[config.mk]
export PLATFORM = sky130hd
export DESIGN_NAME = ncmem_pkt_buffer
export DESIGN_NICKNAME = d
export VERILOG_FILES = /design/src/rtl/ncmem_pkg.sv /design/src/rtl/ncmem_flit_fifo.sv /design/src/rtl/ncmem_pkt_buffer.sv
export SDC_FILE = /design/constraint.sdc
export NUM_CORES = 1
export LEC_CHECK = 0
export BUFFER_PORTS_ARGS = -buffer_cell sky130_fd_sc_hd__clkbuf_2
export CAP_MARGIN = 0
export CELL_PAD_IN_SITES_DETAIL_PLACEMENT = 0
export CELL_PAD_IN_SITES_GLOBAL_PLACEMENT = 2
export CORE_UTILIZATION = 45
export CTS_BUF_LIST = sky130_fd_sc_hd__clkbuf_2 sky130_fd_sc_hd__clkbuf_4 sky130_fd_sc_hd__clkbuf_8
export CTS_CLUSTER_DIAMETER = 120
export CTS_CLUSTER_SIZE = 14
export DETAILED_ROUTE_END_ITERATION = 10
export GPL_TIMING_DRIVEN = 0
export PLACE_DENSITY_LB_ADDON = 0.25
export SLEW_MARGIN = 20
export SYNTH_ARGS = -nofsm -noshare
export SYNTH_HDL_FRONTEND = slang
export SYNTH_SLANG_ARGS = --single-unit
[constraint.sdc]
create_clock -name clk -period 6.6 [get_ports clk]
set_clock_uncertainty 0.2 [all_clocks]
set_input_delay 0.66 -clock clk [delete_from_list [all_inputs] [get_ports clk]]
set_output_delay 0.66 -clock clk [all_outputs]
set_load 0.03 [all_outputs]
[src/rtl/ncmem_pkg.sv]
// Shared constants and FSM state types for the NoC packet buffer.
package ncmem_pkg;

  localparam int NOC_DATA_WIDTH = 64;
  localparam int NOC_LEN_LSB    = 22;
  localparam int NOC_LEN_W      = 8;

  typedef enum logic {IN_HDR,  IN_BODY}  in_state_t;
  typedef enum logic {OUT_HDR, OUT_BODY} out_state_t;

  function automatic logic [NOC_LEN_W-1:0] hdr_len(input logic [NOC_DATA_WIDTH-1:0] flit);
    return flit[NOC_LEN_LSB +: NOC_LEN_W];
  endfunction

endpackage

[src/rtl/ncmem_flit_fifo.sv]
// First-word-fall-through flop FIFO; pointers carry one extra wrap bit.
module ncmem_flit_fifo #(
  parameter int WIDTH = 65,
  parameter int DEPTH = 16
) (
  input  logic             clk,
  input  logic             rst_n,
  input  logic             wr_en,
  input  logic [WIDTH-1:0] wr_data,
  input  logic             rd_en,
  output logic [WIDTH-1:0] rd_data,
  output logic             full,
  output logic             empty
);

  localparam int AW = $clog2(DEPTH);

  logic [WIDTH-1:0] mem_q [DEPTH];
  logic [AW:0]      wptr_q;
  logic [AW:0]      rptr_q;
  logic             do_wr;
  logic             do_rd;

  assign full    = (wptr_q[AW] != rptr_q[AW]) && (wptr_q[AW-1:0] == rptr_q[AW-1:0]);
  assign empty   = (wptr_q == rptr_q);
  assign do_wr   = wr_en && !full;
  assign do_rd   = rd_en && !empty;
  assign rd_data = mem_q[rptr_q[AW-1:0]];

  always_ff @(posedge clk or negedge rst_n) begin
    if (!rst_n) begin
      wptr_q <= '0;
      rptr_q <= '0;
    end else begin
      if (do_wr) wptr_q <= wptr_q + {{AW{1'b0}}, 1'b1};
      if (do_rd) rptr_q <= rptr_q + {{AW{1'b0}}, 1'b1};
    end
  end

  // Storage needs no reset: nothing is read until the pointers say it was written.
  always_ff @(posedge clk) begin
    if (do_wr) mem_q[wptr_q[AW-1:0]] <= wr_data;
  end

endmodule

[src/rtl/ncmem_pkt_buffer.sv]
// Store-and-forward packet buffer: releases a packet only once complete,
// except oversize packets, which cut through and latch a sticky error.
module ncmem_pkt_buffer
  import ncmem_pkg::*;
#(
  parameter int DEPTH = 16
) (
  input  logic                      clk,
  input  logic                      rst_n,
  input  logic [NOC_DATA_WIDTH-1:0] flit_in_data,
  input  logic                      flit_in_val,
  output logic                      flit_in_rdy,
  output logic [NOC_DATA_WIDTH-1:0] flit_out_data,
  output logic                      flit_out_val,
  input  logic                      flit_out_rdy,
  output logic [$clog2(DEPTH):0]    pkt_count,
  output logic                      oversize_err
);

  localparam int CW = $clog2(DEPTH) + 1;

  logic                      fifo_full;
  logic                      fifo_empty;
  logic                      push;
  logic                      pop;
  logic [NOC_DATA_WIDTH:0]   wr_entry;
  logic [NOC_DATA_WIDTH:0]   head;
  logic                      head_ct;
  logic [NOC_DATA_WIDTH-1:0] head_data;
  logic [NOC_LEN_W-1:0]      head_len;
  logic [NOC_LEN_W-1:0]      in_len;
  logic                      in_hdr_ct;

  in_state_t            in_state_q, in_state_d;
  logic [NOC_LEN_W-1:0] in_rem_q, in_rem_d;
  logic                 in_ct_q, in_ct_d;
  out_state_t           out_state_q, out_state_d;
  logic [NOC_LEN_W-1:0] out_rem_q, out_rem_d;
  logic                 out_ct_q, out_ct_d;
  logic [CW-1:0]        pkt_count_q, pkt_count_d;
  logic                 err_q, err_d;
  logic                 cnt_inc;
  logic                 cnt_dec;

  assign in_len    = hdr_len(flit_in_data);
  assign in_hdr_ct = (32'(in_len) + 32'd1) > 32'(DEPTH);
  assign push      = flit_in_val && !fifo_full;
  // Only the header entry carries ct; the output side latches it for the body.
  assign wr_entry  = {(in_state_q == IN_HDR) && in_hdr_ct, flit_in_data};

  ncmem_flit_fifo #(
    .WIDTH (NOC_DATA_WIDTH + 1),
    .DEPTH (DEPTH)
  ) u_fifo (
    .clk     (clk),
    .rst_n   (rst_n),
    .wr_en   (push),
    .wr_data (wr_entry),
    .rd_en   (pop),
    .rd_data (head),
    .full    (fifo_full),
    .empty   (fifo_empty)
  );

  assign head_ct   = head[NOC_DATA_WIDTH];
  assign head_data = head[NOC_DATA_WIDTH-1:0];
  assign head_len  = hdr_len(head_data);

  assign flit_in_rdy   = !fifo_full;
  assign flit_out_data = fifo_empty ? '0 : head_data;
  assign pkt_count     = pkt_count_q;
  assign oversize_err  = err_q;

  always_comb begin
    in_state_d = in_state_q;
    in_rem_d   = in_rem_q;
    in_ct_d    = in_ct_q;
    err_d      = err_q;
    cnt_inc    = 1'b0;
    if (push) begin
      case (in_state_q)
        IN_HDR: begin
          if (in_hdr_ct) err_d = 1'b1;
          if (in_len == '0) begin
            cnt_inc = 1'b1;
          end else begin
            in_rem_d   = in_len;
            in_ct_d    = in_hdr_ct;
            in_state_d = IN_BODY;
          end
        end
        IN_BODY: begin
          in_rem_d = in_rem_q - 1'b1;
          if (in_rem_q == 8'd1) begin
            cnt_inc    = !in_ct_q;
            in_state_d = IN_HDR;
          end
        end
        default: in_state_d = IN_HDR;
      endcase
    end
  end

  always_comb begin
    out_state_d  = out_state_q;
    out_rem_d    = out_rem_q;
    out_ct_d     = out_ct_q;
    cnt_dec      = 1'b0;
    flit_out_val = 1'b0;
    case (out_state_q)
      OUT_HDR:  flit_out_val = !fifo_empty && ((pkt_count_q != '0) || head_ct);
      OUT_BODY: flit_out_val = !fifo_empty;
      default:  flit_out_val = 1'b0;
    endcase
    pop = flit_out_val && flit_out_rdy;
    if (pop) begin
      case (out_state_q)
        OUT_HDR: begin
          if (head_len == '0) begin
            cnt_dec = !head_ct;
          end else begin
            out_rem_d   = head_len;
            out_ct_d    = head_ct;
            out_state_d = OUT_BODY;
          end
        end
        OUT_BODY: begin
          out_rem_d = out_rem_q - 1'b1;
          if (out_rem_q == 8'd1) begin
            cnt_dec     = !out_ct_q;
            out_state_d = OUT_HDR;
          end
        end
        default: out_state_d = OUT_HDR;
      endcase
    end
  end

  always_comb begin
    pkt_count_d = pkt_count_q;
    if (cnt_inc && !cnt_dec)      pkt_count_d = pkt_count_q + {{(CW-1){1'b0}}, 1'b1};
    else if (!cnt_inc && cnt_dec) pkt_count_d = pkt_count_q - {{(CW-1){1'b0}}, 1'b1};
  end

  always_ff @(posedge clk or negedge rst_n) begin
    if (!rst_n) begin
      in_state_q  <= IN_HDR;
      in_rem_q    <= '0;
      in_ct_q     <= 1'b0;
      out_state_q <= OUT_HDR;
      out_rem_q   <= '0;
      out_ct_q    <= 1'b0;
      pkt_count_q <= '0;
      err_q       <= 1'b0;
    end else begin
      in_state_q  <= in_state_d;
      in_rem_q    <= in_rem_d;
      in_ct_q     <= in_ct_d;
      out_state_q <= out_state_d;
      out_rem_q   <= out_rem_d;
      out_ct_q    <= out_ct_d;
      pkt_count_q <= pkt_count_d;
      err_q       <= err_d;
    end
  end

endmodule
# Yosys cells after proc, flatten, opt, wreduce, memory -nomap -nowiden
# Memory sizes are Yosys's and may differ from the RTL's.
# Index checks and enable logic that the tools add are counted.
# Widths: inputs -> output; s select.
dict set report totals {
  register_bits 36
  ramBits 1040
  inputBits 68
  elab_cells 80
  memories 1
}
# name depth width rd rd_ports_with_merged_regs write_ports line
set mem_list {}
lappend mem_list {u_fifo.mem_q 16 65 1 0 1 ncmem_flit_fifo.sv:18} ;# logic [WIDTH-1:0] mem_q [DEPTH];
dict set report op_classes {
  n_addsub 7
  order_cmp 1
  n_eq_ne 7
  muxes 24
  n_bitwise 4
  n_reduce_logical 26
}
# operator n
set op_table {}
lappend op_table {{$mux 64} 1}
lappend op_table {{$pmux 8 s2} 2}
lappend op_table {{$eq 8x1->1 const B} 2}
lappend op_table {{$logic_not 8->1} 2}
lappend op_table {{$mux 8} 2}
lappend op_table {{$sub 8x1->8 const B} 2}
lappend op_table {{$add 5x1->5 const B} 3}
lappend op_table {{$mux 1} 12}
lappend op_table {{$mux 5} 2}
lappend op_table {{$pmux 1 s2} 5}
lappend op_table {{$add 8x1->9 const B} 1}
lappend op_table {{$gt 9x5->1 const B} 1}
lappend op_table {{$logic_and 1x1->1} 9}
lappend op_table {{$reduce_and 3->1} 3}
lappend op_table {{$logic_not 1->1} 7}
lappend op_table {{$eq 5x5->1} 1}
lappend op_table {{$reduce_bool 5->1} 1}
lappend op_table {{$sub 5x1->5 const B} 1}
lappend op_table {{$eq 4x4->1} 1}
lappend op_table {{$ne 2x2->1 const B} 2}
lappend op_table {{$not 1->1} 4}
lappend op_table {{$reduce_and 2->1} 2}
lappend op_table {{$reduce_bool 2->1} 1}
lappend op_table {{$logic_or 1x1->1} 1}
lappend op_table {{$ne 1x1->1} 1}

# Depth between registers and ports, before layout
# Gate-level depths: netlist (run 1).
dict set report depth {
  word_depth 9
  mapped_depth 17
}

# Cells and area by module
# Synthesis (run 1) repeated with hierarchy kept, for this count alone.
dict set report unflattened {
  cells_unflattened 2077
  hier_area_um2 42537.0
}
# module n_inst cells_each area_each_um2
set modules_own_cells {}
lappend modules_own_cells {ncmem_flit_fifo 1 1808 40327.4}
lappend modules_own_cells {ncmem_pkt_buffer 1 269 2209.6}

# Worst setup path before layout (run 1)
# Ideal clock, no wire load.
dict set report synth_timing {
  path_type {reg2reg}
  startpoint {register u_fifo.rptr_q[0]}
  endpoint {memory u_fifo.mem_q[0][0] (enable)}
  arrival_ns 6.044
  t_required_ns 5.832
  slack_ns -0.212
  path_stages_with_launch 9
  path_buffers 3
  cell_sequence {dfrtp_1 buf_6 buf_12 xor2_1 nor4_1 a21oi_1 clkbuf_1 nand2_1 nor3_1}
}
dict set report synth_via {
  elab_chain_cells 7
}
# element line
set synth_rtl {}
lappend synth_rtl {{start, declared} ncmem_flit_fifo.sv:20} ;# logic [AW:0] rptr_q;
lappend synth_rtl {{start signal, assigned} ncmem_flit_fifo.sv:36} ;# if (do_rd) rptr_q <= rptr_q + {{AW{1'b0}}, 1'b1};
lappend synth_rtl {{$eq 4x4->1 *} ncmem_flit_fifo.sv:24} ;# assign full = (wptr_q[AW] != rptr_q[AW]) && (wptr_q[AW-1:0] == rptr_q[AW-1:0]);
lappend synth_rtl {{$logic_and 1x1->1 *} ncmem_flit_fifo.sv:24}
lappend synth_rtl {{$logic_not 1->1 *} {ncmem_flit_fifo.sv:26, ncmem_pkt_buffer.sv:47}}
lappend synth_rtl {{$logic_and 1x1->1} ncmem_pkt_buffer.sv:47} ;# assign push = flit_in_val && !fifo_full;
lappend synth_rtl {{$logic_and 1x1->1 *} ncmem_flit_fifo.sv:26} ;# assign do_wr = wr_en && !full;
lappend synth_rtl {{$mux 1 *} ncmem_flit_fifo.sv:42} ;# if (do_wr) mem_q[wptr_q[AW-1:0]] <= wr_data;
lappend synth_rtl {{$mux 1 (implied by the code) *} ncmem_flit_fifo.sv:42}
lappend synth_rtl {{end, declared} ncmem_flit_fifo.sv:18}
# Every way passes the cells marked *; elsewhere a longest branch is shown, timed or not.

# Final worst setup path (run 1)
dict set report layout_timing {
  startpoint {register u_fifo.rptr_q[1]}
  endpoint {output flit_out_data[2]}
}
dict set report layout_via {
  elab_chain_cells 2
  elab_cells_between_ends 3
}
# element line
set layout_rtl {}
lappend layout_rtl {{$mem_v2 16x65 or $eq 5x5->1 (tied branches)} -}
lappend layout_rtl {{$mux 64 *} ncmem_pkt_buffer.sv:70} ;# assign flit_out_data = fifo_empty ? '0 : head_data;
lappend layout_rtl {{end, declared} ncmem_pkt_buffer.sv:13} ;# output logic [NOC_DATA_WIDTH-1:0] flit_out_data,
# Marks and branches as above.

==> results by group, run 1 <==
Run status
  – Outcome: finished clean

Timing
  – Final WS setup: 1.00 ns
  – Final setup fails: 0
  – Tmin final: 5.60 ns
  – Final Hold Viols: 0
  – Slew @ Worst Pin: 1.03 ns
  – Max_slew headroom: 0.310
  – Slew Limit Fails: 0
  – Final period util: 0.848
  – Fmax: 179 MHz
  – Sum Neg Setup Slack: 0 ns
  – Unrepaired setup endpoints after global routing: no

Die
  – Die Ht: 307 µm
  – Starting Density: 0.455
  – Die width: 307 µm
  – Core Area: 91800 µm²
  – Die footprint: 93900 µm²
  – IO Pins: 140
  – Num rows: 111

Clocking
  – Clock slew at reported path FFs: 0.10 ns
  – Clock latency at the later pin of the worst-skew pair: 0.71 ns
  – Clock tree buffer depth: 3
  – Post-cts resize count: 0
  – CTS tree: built
  – CTS Sinks: 1076
  – CTS buffer count: 86
  – Number of setup buffers added after CTS: 0
  – Root Driver: clkbuf_8
  – CTS H-tree depth: 3

Synthesis
  – Synth top area share: 0.748
  – Synth area leader: edfxtp_1
  – EDFF count, synth: 1040
  – Sequential share of the synthesized area: 0.770
  – Post-synthesis average cell area: 23.0 µm²
  – Ys Warns: 0
  – Top FF cell, synth: edfxtp_1
  – Synth unique cells: 55
  – Mapped cell area: 41700 µm²
  – Register bit count reported by yosys: 1076
  – Synth Net Count: 1894
  – Post-Syn Instances: 1812
  – Synth top area cells: edfxtp_1 75%, mux4_2 17%, dfrtp_1 2.2%, nor2b_1 0.90%, clkbuf_1 0.47%
  – Post-synth ARST share: 0.0335

Place
  – Worst slack at placement: 1.47 ns
  – Inst Count DP: 3278
  – DP HPWL: 64600 µm
  – Final GP Congestion: 0.740
  – Port bufs: 139

Setup path
  – Kind of critical path: reg2out
  – CP Launch Type: flip-flop
  – Data arrival time of the critical path: 4.74 ns
  – Endpoint class of the critical path: primary output
  – Crit Path Max Fanout: 10
  – Worst EP required: 5.74 ns

Power
  – Seq pwr share: 0.422
  – Pleak: 15.0 nW
  – Internal power: 0.0129 W
  – NetSw: 0.00713 W
  – Clk pwr share: 0.172
  – Switch share: 0.355
  – VDD IR max: 0.232 mV
  – PwrDens: 424 nW/µm²
  – Logic gate share of total power: 0.406

GRT
  – GR Util All Layers: 0.217
  – Largest net degree at the start of global routing: 37
  – First-pass GRT wire length: 145000 µm
  – Initial antenna violation count: 9
  – Vias in the first global route: 20400
  – Grt ovf: 0

Flow run
  – Max-Cap Viols: 0

Final layout
  – Commonest non-fill, non-tap cell in the layout: edfxtp_1
  – Most frequent cells in the layout: 1040 x edfxtp_1, 316 x mux4_2, 144 x clkbuf_2
  – Layout cells sized above 1: 0.336
  – Synth-to-Final Area Change: 13.3%
  – Nets: 2206
  – Non-filler cells, final: 3404
  – Fin util: 0.515

Routing
  – Post-Route WL: 101000 µm
  – Pre-Repair DR Iteration Count: 5
  – Antenna violation net count after detailed routing: 0
  – Routed len/inst: 29.5 µm
  – Vias/cell: 5.76
  – DRC violations left: 0
  – Initial detailed-routing violation count: 2192
  – Vias after detailed routing: 19600

Min path
  – Worst Hold Class: in2reg
==> logic make-up (layout without fill, tap and decap cells) <==
logic type	count (synthesis)	after routing	share of synthesized area
xor gates and xnor gates	19	19	0.00399
DFF	1076	1076	0.770
adders and majority gates	14	14	0.00438
AOI/OAI and AO/OA	70	70	0.0113
muxes	325	325	0.173
other	0	7	0
buffers and inverters	109	451	0.0118
and+or+nand+nor	199	199	0.0258
==> cell usage after synthesis (2+ instances only) <==
master,n
a22oi_2,2
nor2b_1,60
buf_1,8
nand3b_1,3
o22ai_1,8
mux2_2,2
a21o_1,4
nor4_1,4
buf_2,30
and4_1,3
a21oi_1,13
mux4_2,316
clkbuf_1,52
and2_1,6
ha_1,13
edfxtp_1,1040
nand3_1,14
nor2_1,44
xor2_1,10
nand2_1,28
and3_1,2
nand2b_1,4
nor3_1,13
dfrtp_1,36
a22o_1,11
o21ai_0,21
nor3b_1,2
nand4_1,7
mux2i_1,7
buf_12,2
xnor2_1,9
inv_1,15
==> metrics by stage <==
stage	area (µm²)	hold slack (ns)	total power (W)
after floorplan	41700	0.164	0.0139
after global placement	44000	0.252	0.0166
after detailed placement	45800	0.264	0.0169
after CTS	47300	0.0788	0.0203
after global routing	47300	0.141	0.0210
final	47300	0.145	0.0201
==> area by class of cell <==
cell class                      count  area, µm²
Timing Repair Buffer              224       2400
Inverter                           15       56.3
Tap cell                         1243       1560
Clock inverter                      5       33.8
Fill cell                        7144      44500
Sequential cell                  1076      32100
Clock buffer                      113       1410
Antenna cell                        7       17.5
Multi-Input combinational cell    627       9240
Buffer                             94        442
==> power by group through the flow <==
stage	clock network [W]	registers (W)	logic (W)
2_1_floorplan	0	0.00865	0.00528
3_3_place_gp	0	0.00876	0.00787
3_5_place_dp	0	0.00862	0.00829
4_1_cts	0.00355	0.00846	0.00831
5_1_grt	0.00378	0.00852	0.00867
6_report	0.00345	0.00846	0.00815
==> layer usage <==
metal	vias to the layer above	wire length, µm	GRT usage
met2	581	49000	0.345
met4	10	1530	0.0481
met3	105	5990	0.0376
li1	8218	-	-
met1	10700	44000	0.318
met5	-	57	0
==> path summary, 6_finish.rpt <==
check,startpoint,endpoint,slack [ns],cells past startpoint
worst min register to register,oversize_err$_DFFE_PN0P_,oversize_err$_DFFE_PN0P_,0.30,1
worst min-delay path,flit_in_data[8],u_fifo.mem_q[2][8]$_DFFE_PP_,0.15,1
min in group asynchronous,rst_n,out_rem_q[2]$_DFFE_PN0P_,0.42,2
worst max-delay path,u_fifo.rptr_q[1]$_DFFE_PN0P_,flit_out_data[2],1.00,9
worst max register to register,u_fifo.rptr_q[1]$_DFFE_PN0P_,pkt_count[4]$_DFFE_PN0P_,1.51,17
max in group asynchronous,rst_n,in_rem_q[3]$_DFFE_PN0P_,5.19,2
==> sequential cells by signal (all words and copies together), names as in the netlist <==
register / cells
out_ct_q: 1
u_fifo.wptr_q: 5
u_fifo.rptr_q: 5
u_fifo.mem_q: 1040
in_rem_q: 8
oversize_err: 1
out_rem_q: 8
in_state_q: 1
out_state_q: 1
in_ct_q: 1
pkt_count: 5
==> timing repair <==
action | in CTS | in global routing
hold buffers | 1 | 0
endpoints found under the setup margin | 0 | 0
endpoints found under the hold margin | 36 | 0
==> critical path: stages (launching register included) <==
cell	delay, ns
dfrtp_1	0.38
buf_2	0.32
buf_2	0.33
buf_2	0.47
buf_2	0.44
buf_1	0.68
mux4_2	0.42
mux4_2	0.46
nor2b_1	0.23
clkbuf_2	0.27
Note: power is estimated with default switching activity, not from simulation.
==> run 2, diff against run 1 <==
Settings changed: ABC_AREA from default to 1, CORE_UTILIZATION 45 to 41.
Clock period 6.6 ns to 4.6 ns, I/O delays scaled along.
==> run 2 against run 1 <==
  * Via count up 44%
  * Cell count grew 47%
  * Critical path type unchanged
  * Sequential share of layout area is 1.7 points lower
==> results by group, run 2 <==
Run status
  – Outcome: finished clean

Final layout
  – Most frequent cells in the layout: 1040 x edfxtp_1, 591 x nor2_1, 476 x o21ai_0
  – Synth-to-Final Area Change: 13.7%
  – Non-filler cells, final: 5009 (+47%)
  – Multi-input logic area: 9420 µm² (+2.0%)
  – FF+latch area: 32100 µm² (unchanged)
  – Commonest non-fill, non-tap cell in the layout: edfxtp_1
  – Nets: 3689 (+67%)
  – Fill cell count: 9113 (+28%)
  – Fin util: 0.473 (-0.0417)
  – Layout cells sized above 1: 0.118 (-0.218)
  – Max reg flops: 1040 (unchanged)

Setup path
  – Critical path startpoint: u_fifo.rptr_q[0]$_DFFE_PN0P_
  – CP Launch Type: flip-flop
  – Delay-heaviest family, CP: buffers and inverters
  – CP bufs+invs: 5 (-1)
  – Worst path depth: 9 (unchanged)
  – Setup crit end: flit_out_data[4]
  – Crit Path Max Fanout: 10 (unchanged)
  – Data arrival time of the critical path: 3.83 ns (-0.91 ns)
  – Reg2reg path depth: 22 (+5)
  – Endpoint class of the critical path: primary output
  – Crit-path cells: buf_6, buf_4, buf_4, clkbuf_1, nor2_1, o22ai_1, nand2_1, a31oi_1, clkbuf_2
  – Reg2reg end: pkt_count[4]$_DFFE_PN0P_
  – Reg-to-reg slack, setup: 0.59 ns (-0.92 ns)
  – Kind of critical path: reg2out
  – Critical Path Slowest Stage Cell: clkbuf_1
  – Slowest stage delay, CP: 0.52 ns (-0.16 ns)
  – Worst EP required: 3.94 ns (-1.80 ns)
  – Most frequent CP cell: buf_4
  – R2R Path Start: u_fifo.rptr_q[2]$_DFFE_PN0P_

Synthesis
  – Mapped cell area: 42700 µm² (+2.2%)
  – Register bit count reported by yosys: 1076 (unchanged)
  – Top FF cell, synth: edfxtp_1
  – Sequential share of the synthesized area: 0.753 (-0.0167)
  – Post-synth ARST share: 0.0335 (unchanged)
  – Synth area leader: edfxtp_1
  – EDFF count, synth: 1040 (unchanged)
  – Ys Warns: 0 (unchanged)
  – Most frequent cell after synthesis: edfxtp_1
  – Synth unique cells: 39 (-29%)
  – Synth Net Count: 3346 (+77%)
  – Synth top area cells: edfxtp_1 73%, o21ai_0 5.6%, nor2_1 5.3%, nand2_1 2.7%, dfrtp_1 2.1%
  – Post-synthesis average cell area: 13.1 µm² (-43%)
  – Post-Syn Instances: 3264 (+80%)
  – Post-synth top cells: 1040 x edfxtp_1, 607 x nor2_1, 476 x o21ai_0, 303 x nand2_1, 154 x clkbuf_1
  – Synth top area share: 0.732 (-0.0162)

GRT
  – Grt ovf: 0 (unchanged)
  – GR Util All Layers: 0.246 (+0.0292)
  – Largest net degree at the start of global routing: 37 (unchanged)
  – First-pass GRT wire length: 192000 µm (+32%)
  – Initial antenna violation count: 5 (-4)
  – Vias in the first global route: 28400 (+39%)

Clocking
  – Clock tree buffer depth: 3 (unchanged)
  – Root Driver: clkbuf_8
  – Clock latency at the later pin of the worst-skew pair: 0.76 ns (+0.05 ns)
  – Clock slew at reported path FFs: 0.10 ns (about the same)
  – CTS tree: built
  – CTS buffer count: 86 (unchanged)
  – CTS H-tree depth: 3 (unchanged)
  – CTS Sinks: 1076 (unchanged)
  – Number of setup buffers added after CTS: 0 (unchanged)

Place
  – Port bufs: 139 (unchanged)
  – Inst Count DP: 4822 (+47%)
  – DP HPWL: 87700 µm (+36%)
  – Final GP Congestion: 0.791 (+6.9%)
  – Worst slack at placement: 0.388 ns (-1.09 ns)

Power
  – VDD IR max: 0.554 mV (+140%)
  – Pleak: 16.0 nW (+6.4%)
  – PwrDens: 645 nW/µm² (+52%)
  – Tot Pwr: 0.0313 W (+56%)

Routing
  – Post-Route WL: 131000 µm (+31%)
  – Initial detailed-routing violation count: 2600 (+19%)
  – Antenna violation net count after detailed routing: 0 (unchanged)
  – Routed len/inst: 26.2 µm (-11%)
  – Pre-Repair DR Iteration Count: 6 (+1)
  – DRC violations left: 0 (unchanged)
  – Vias after detailed routing: 28300 (+44%)
  – Vias/cell: 5.64 (-2.0%)

Timing
  – Final period util: 0.976
  – Final WS setup: 0.109 ns (-0.893 ns)
  – WHS: 0.0480 ns (-0.0972 ns)
  – Fmax: 223 MHz
  – Final setup fails: 0 (unchanged)
  – Tmin final: 4.49 ns
  – Unrepaired setup endpoints after global routing: yes
  – Final Hold Viols: 0 (unchanged)
  – Slew @ Worst Pin: 1.06 ns (+0.0230 ns)
  – Max_slew headroom: 0.295 (-0.0153)
  – Slew Limit Fails: 0 (unchanged)

Die
  – Num rows: 117 (+5.4%)
  – Die Ht: 325 µm (+5.9%)
  – Starting Density: 0.416 (-0.0383)
  – Die footprint: 105000 µm² (+12%)
  – Die width: 325 µm (+5.9%)
  – Core Area: 102000 µm² (+12%)
  – IO Pins: 140 (unchanged)

Min path
  – Worst Hold Class: in2reg

Flow run
  – Max-Cap Viols: 0 (unchanged)
==> run 2: final cells by class <==
type	count	share of cell area
Clock buffer	114	0.0290
Inverter	70	0.00542
Multi-Input combinational cell	1899	0.194
Clock inverter	5	0.000722
Timing Repair Buffer	255	0.0512
Sequential cell	1076	0.662
Antenna cell	3	0.000155
Buffer	219	0.0215
Tap cell	1368	0.0353
==> run 2: cells by family after synthesis <==
family / share of synthesized area
buffers and inverters: 0.0290
adders and majority gates: 0.00428
DFF: 0.753
AOI/OAI and AO/OA: 0.116
and+or+nand+nor: 0.0928
xor gates and xnor gates: 0.00472
muxes: 0.000235
==> run 2: how the worst min path moves through the flow <==
stage | start | end | depth (start not counted)
6_report | flit_in_data[29] | u_fifo.mem_q[1][29]$_DFFE_PP_ | 1
5_1_grt | flit_in_data[29] | u_fifo.mem_q[7][29]$_DFFE_PP_ | 1
4_1_cts | flit_in_data[29] | u_fifo.mem_q[7][29]$_DFFE_PP_ | 1
3_5_place_dp | oversize_err$_DFFE_PN0P_ | oversize_err$_DFFE_PN0P_ | 2
3_3_place_gp | oversize_err$_DFFE_PN0P_ | oversize_err$_DFFE_PN0P_ | 2
2_1_floorplan | rst_n | in_ct_q$_DFFE_PN0P_ | 0
==> run 2: timing repair <==
action,CTS,global route
resized for setup,29,28
hold endpoints to repair,1020,0
setup endpoints to repair,49,14
hold buffers,65,0
==> run 2: per-layer routing <==
layer  vias up  part of all wire  GRT usage
met5         -                 0          0
met4         0             0.026     0.0731
met3       174             0.059     0.0339
met2      1062              0.50      0.423
met1     14400              0.42      0.326
li1      12700                 -          -
==> run 2: report_power, final <==
| group | leakage [nW] | switching [W] | internal [W] | total, W |
|---|---|---|---|---|
| combinational | 5.37 | 0.0104 | 0.00366 | 0.0141 |
| clock | 0.759 | 0.00308 | 0.00196 | 0.00504 |
| sequential | 9.83 | 0.000312 | 0.0118 | 0.0121 |
| total | 16.0 | 0.0138 | 0.0175 | 0.0313 |
==> run 2: per-stage QoR <==
step	TNS [ns]	cell area (µm²)
after floorplan	-69.74	42700
after global placement	-1877.68	45100
after detailed placement	0	46300
after CTS	0	48500
after global routing	-0.0338	48500
final	0	48500
